$ cat config.mk
export PLATFORM = sky130hd
export DESIGN_NAME = wb_rr_arbiter
export DESIGN_NICKNAME = d
export VERILOG_FILES = /design/src/rtl/wb_rr_arbiter.sv
export SDC_FILE = /design/constraint.sdc
export NUM_CORES = 1
export LEC_CHECK = 0
export BUFFER_PORTS_ARGS = -buffer_cell sky130_fd_sc_hd__clkbuf_2
export CAP_MARGIN = 10
export CORE_AREA = 2 2 170 172
export DETAILED_ROUTE_END_ITERATION = 12
export DIE_AREA = 0 0 172 174
export PLACE_DENSITY_LB_ADDON = 0.3
export SLEW_MARGIN = 40
export SYNTH_ARGS = -nofsm -noshare
export SYNTH_HDL_FRONTEND = slang
export SYNTH_SLANG_ARGS = --single-unit
$ cat constraint.sdc
create_clock -name clk_i -period 2.8 [get_ports clk_i]
set_clock_uncertainty 0.15 [all_clocks]
set_input_delay 0.42 -clock clk_i [delete_from_list [all_inputs] [get_ports clk_i]]
set_output_delay 0.42 -clock clk_i [all_outputs]
set_load 0.01 [all_outputs]
$ cat src/rtl/wb_rr_arbiter.sv
// Round-robin Wishbone arbiter: NUM_MASTERS masters share one slave port, one tenure at a time.
// Optional bus watchdog is compiled in when WB_ARB_TIMEOUT_EN is defined.
module wb_rr_arbiter #(
  parameter int NUM_MASTERS    = 4,
  parameter int ADDR_WIDTH     = 32,
  parameter int DATA_WIDTH     = 32,
  parameter int SEL_WIDTH      = DATA_WIDTH / 8,
  parameter int TIMEOUT_CYCLES = 256
) (
  input  logic                              clk_i,
  input  logic                              rst_i,
  input  logic [NUM_MASTERS-1:0]            m_cyc_i,
  input  logic [NUM_MASTERS-1:0]            m_stb_i,
  input  logic [NUM_MASTERS-1:0]            m_we_i,
  input  logic [NUM_MASTERS*ADDR_WIDTH-1:0] m_adr_i,
  input  logic [NUM_MASTERS*DATA_WIDTH-1:0] m_dat_i,
  input  logic [NUM_MASTERS*SEL_WIDTH-1:0]  m_sel_i,
  output logic [DATA_WIDTH-1:0]             m_dat_o,
  output logic [NUM_MASTERS-1:0]            m_ack_o,
  output logic [NUM_MASTERS-1:0]            m_err_o,
  output logic                              s_cyc_o,
  output logic                              s_stb_o,
  output logic                              s_we_o,
  output logic [ADDR_WIDTH-1:0]             s_adr_o,
  output logic [DATA_WIDTH-1:0]             s_dat_o,
  output logic [SEL_WIDTH-1:0]              s_sel_o,
  input  logic [DATA_WIDTH-1:0]             s_dat_i,
  input  logic                              s_ack_i,
  input  logic                              s_err_i,
  output logic [NUM_MASTERS-1:0]            gnt_o
);

  localparam int IDX_W = (NUM_MASTERS > 1) ? $clog2(NUM_MASTERS) : 1;

  localparam logic [0:0] IDLE  = 1'b0;
  localparam logic [0:0] OWNED = 1'b1;

  logic [0:0]             state;
  logic [IDX_W-1:0]       owner;
  logic [IDX_W-1:0]       last_owner;
  logic [NUM_MASTERS-1:0] gnt_q;
  logic [IDX_W-1:0]       pick;
  logic                   pick_valid;
  logic                   owned;
  logic                   timeout_hit;

  assign owned = (state == OWNED);

  // Rotating priority: the search starts just after the previous owner and wraps.
  always_comb begin
    int j;
    // NOTE: every combinational output gets a default first, so no path leaves it unassigned and no latch is inferred.
    pick       = '0;
    pick_valid = 1'b0;
    j          = 0;
    for (int i = 1; i <= NUM_MASTERS; i++) begin
      j = int'(last_owner) + i;
      if (j >= NUM_MASTERS) j = j - NUM_MASTERS;
      if (!pick_valid && m_cyc_i[j]) begin
        pick       = IDX_W'(j);
        pick_valid = 1'b1;
      end
    end
  end

  // NOTE: state registers use non-blocking assignments so every flop samples pre-edge values.
  always_ff @(posedge clk_i or negedge rst_i) begin
    if (!rst_i) begin
      state      <= IDLE;
      owner      <= '0;
      last_owner <= IDX_W'(NUM_MASTERS - 1);
      gnt_q      <= '0;
    end else begin
      case (state)
        IDLE: begin
          if (pick_valid) begin
            state <= OWNED;
            owner <= pick;
            gnt_q <= NUM_MASTERS'(1) << pick;
          end
        end
        OWNED: begin
          if (!m_cyc_i[owner]) begin
            state      <= IDLE;
            last_owner <= owner;
            gnt_q      <= '0;
          end
        end
        default: begin
          state <= IDLE;
          gnt_q <= '0;
        end
      endcase
    end
  end

`ifdef WB_ARB_TIMEOUT_EN
  localparam int TO_W = $clog2(TIMEOUT_CYCLES) + 1;

  logic [TO_W-1:0] to_cnt;
  logic            strobing;

  assign strobing    = owned & m_cyc_i[owner] & m_stb_i[owner];
  assign timeout_hit = strobing && (to_cnt == TO_W'(TIMEOUT_CYCLES - 1));

  // Counts strobed cycles the slave leaves unanswered; restarts on any response.
  always_ff @(posedge clk_i or negedge rst_i) begin
    if (!rst_i) begin
      to_cnt <= '0;
    end else if (timeout_hit || !strobing || s_ack_i || s_err_i) begin
      to_cnt <= '0;
    end else begin
      to_cnt <= to_cnt + 1'b1;
    end
  end
`else
  assign timeout_hit = 1'b0;
`endif

  // Slave side follows the owner only while OWNED; reset clears state, so it drops asynchronously.
  always_comb begin
    s_cyc_o = 1'b0;
    s_stb_o = 1'b0;
    s_we_o  = 1'b0;
    s_adr_o = '0;
    s_dat_o = '0;
    s_sel_o = '0;
    if (owned) begin
      s_cyc_o = m_cyc_i[owner];
      s_stb_o = m_cyc_i[owner] & m_stb_i[owner] & ~timeout_hit;
      s_we_o  = m_we_i[owner];
      s_adr_o = m_adr_i[owner*ADDR_WIDTH +: ADDR_WIDTH];
      s_dat_o = m_dat_i[owner*DATA_WIDTH +: DATA_WIDTH];
      s_sel_o = m_sel_i[owner*SEL_WIDTH +: SEL_WIDTH];
    end
  end

  assign m_dat_o = s_dat_i;
  assign m_ack_o = {NUM_MASTERS{s_ack_i}} & gnt_q & m_stb_i;
  assign m_err_o = ({NUM_MASTERS{s_err_i}} & gnt_q & m_stb_i)
                 | ({NUM_MASTERS{timeout_hit}} & gnt_q);
  assign gnt_o   = gnt_q;

endmodule
==> results.cfg <==
[outcome]
status = finished clean

[hold_path]
hp-class = flip-flop to flip-flop

[route]
wl_per_cell_um = 15.6
drc = 0
via_count = 3588
drt_iter0_drc = 142
ant_nets = 0
first_pass_iters = 7
post_drt_via_cell_ratio = 3.71
routed_wl_mm = 15.1

[global_routing]
overflow = 0
grt_antenna_before_repair = 4
grtUsageTotal_pct = 9.36
grt_pass1_wl_mm = 21.3
grt_pass1_vias = 3790
grt_max_degree = 70

[floorplanning]
top_level_ports = 435
rows = 62
initial_utilization_pct = 10.6
core_area_sq_um = 28200
die_w_um = 172
die_y_um = 174
dieArea_sq_um = 29900

[cells_and_area]
areaGrowthSynthToFinish_pct = 72.2
postLayoutCoreUtil_pct = 18.2
nNetsFinal = 900
drive_above_1_share_pct = 79.6
final_cells = 966

[clock_tree]
htreeDepth = 1
cts_made_buffers = 3
cts_buffer_depth = 2
cts_sinks = 9
clk_latency_ns = 0.23
clkTransAtPathRegs_ns = 0.04
cts_tree = done
clockRootBuffer = clkbuf_16

[yosys]
ys_warn_count = 0
synth_nets = 573
netlist_instances = 253
ys_types = 29
ys.flop_type = dfrtp_1
syn_area_sq_um = 2980
ys_seq_area_share_pct = 7.64
synth_edf_count = 0
avgSynthCellArea_sq_um = 11.8
async_flop_share_pct = 100
ys_seq_elements = 9

[sta]
slew_viol_final = 0
period_share_pct = 90.4
max_freq_mhz = 395
setup_viol = 0
tightest_slew_ns = 0.394
max_slew_margin_pct = 73.7
hold_violations = 0
tns_ns = 0
grt_setup_unrepaired = false
setup_ws_ns = 0.269
min_period_ns = 2.53

[worst_setup_path]
critical_path_arrival_ns = 1.96
slowest_stage = dfrtp_4
startpoint_type = flip-flop
path_class = flip-flop to output pin
cp.required_ns = 2.23
path_max_fanout = 25
path_cells = buf_12 > mux4_2 > and2_1 > clkbuf_2
endpoint_kind = output pin
slowest_delay_ns = 0.61

[run]
drv_cap = 0

[power_and_ir_drop]
peakVddDrop_v = 0.000220
leakagePower_nw = 2.55
power_density_nw_per_um2 = 825

[placed_design]
place_congestion = 0.761
hpwlAfterDp_mm = 13.1
place.port_buffers = 370
dpl.cell_count = 958
dp_slack_ns = 0.468
==> layer usage <==
layer | vias to the layer above | GRT usage, % | share of wire, %
met5 | - | 0 | 0.18
met4 | 4 | 1.54 | 1.4
met3 | 20 | 3.69 | 11
met2 | 205 | 17.3 | 50
met1 | 1742 | 10.1 | 37
li1 | 1617 | - | -
==> Yosys cell counts (2+ instances only) <==
master | count | share of area, %
nand2b_1 | 2 | 0.42
o211ai_1 | 4 | 1.0
buf_2 | 7 | 1.2
and2_1 | 70 | 15
buf_4 | 39 | 9.8
dfrtp_1 | 7 | 5.9
a21oi_1 | 2 | 0.34
nand3_1 | 8 | 1.3
mux4_2 | 71 | 54
clkbuf_1 | 8 | 1.0
and3_1 | 9 | 1.9
o21ai_0 | 3 | 0.50
a21boi_1 | 2 | 0.50
nor2_1 | 3 | 0.38
mux2_4 | 2 | 1.0
dfstp_2 | 2 | 1.8
buf_12 | 2 | 1.3
==> repair_timing <==
action,in CTS,in global routing
setup buffers,0,0
gates resized for setup,0,0
endpoints found under the hold margin,7,0
hold buffers,1,0
==> worst max-delay path: cells and delay by family, from the launching register on <==
| kind | cells | cell delay (ns) |
|---|---|---|
| AND/OR/NAND/NOR | 1 | 0.17 |
| buffers and inverters | 2 | 0.39 |
| flip-flops | 1 | 0.61 |
| multiplexers | 1 | 0.52 |
==> cell usage in the layout (no fill, tap or decap), drive strengths merged, types with 4 or more instances in the layout <==
master  synthesis  routed
and3            9       9
buf            49       8
dfrtp           7       7
nand3           8       8
o211ai          4       4
mux4           71      71
clkbuf          8     374
and2           70      70
==> state kept, by name, summed over array words and instances, names as in the netlist <==
signal / flops
owned: 1
last_owner: 2
gnt_o: 4
owner: 2
==> cells by family (layout without fill, tap and decap cells) <==
logic type	Yosys count	count (layout)	share of synthesized area, %
buf+inv	58	384	13.9
flops	9	9	7.64
mux	74	74	55.0
other cells	0	3	0
compound gates	13	13	2.90
simple gates	99	99	20.6
==> per-stage QoR <==
stage | hold WS (ns) | total power, W | instance area, sq um
final | 0.480 | 0.00423 | 5130
after global routing | 0.486 | 0.00459 | 5120
after CTS | 0.481 | 0.00432 | 5120
after detailed placement | 0.145 | 0.00405 | 5030
after global placement | 0.152 | 0.00406 | 5030
after floorplan | -0.0256 | 0.00282 | 2980
==> where the power goes <==
part           internal, W  total [W]  leakage, nW  switching [W]
clock network     0.000190   0.000251       0.0382      0.0000612
registers         0.000213   0.000452        0.106       0.000239
logic              0.00197    0.00353         2.40        0.00156
total              0.00237    0.00423         2.55        0.00186
==> worst paths after layout <==
path	slack [ns]	cells after the start	to	from
setup / recovery	0.27	4	s_adr_o[2]	owner[0]
hold / removal	0.48	1	last_owner[0]	last_owner[0]
setup reg to reg	0.69	3	last_owner[0]	owner[1]
hold reg to reg	0.48	1	last_owner[0]	last_owner[0]
max in group asynchronous	1.74	2	last_owner[1]	rst_i
min in group asynchronous	0.50	2	owned	rst_i
==> cell type report <==
type	instances	area, sq um
Multi-Input combinational cell	186	2340
Antenna cell	3	7.51
Timing Repair Buffer	379	1980
Sequential cell	9	236
Clock buffer	4	78.8
Tap cell	384	480
Fill cell	3198	23100
Inverter	1	3.75
No activity file was read; power rests on OpenSTA's default activity.
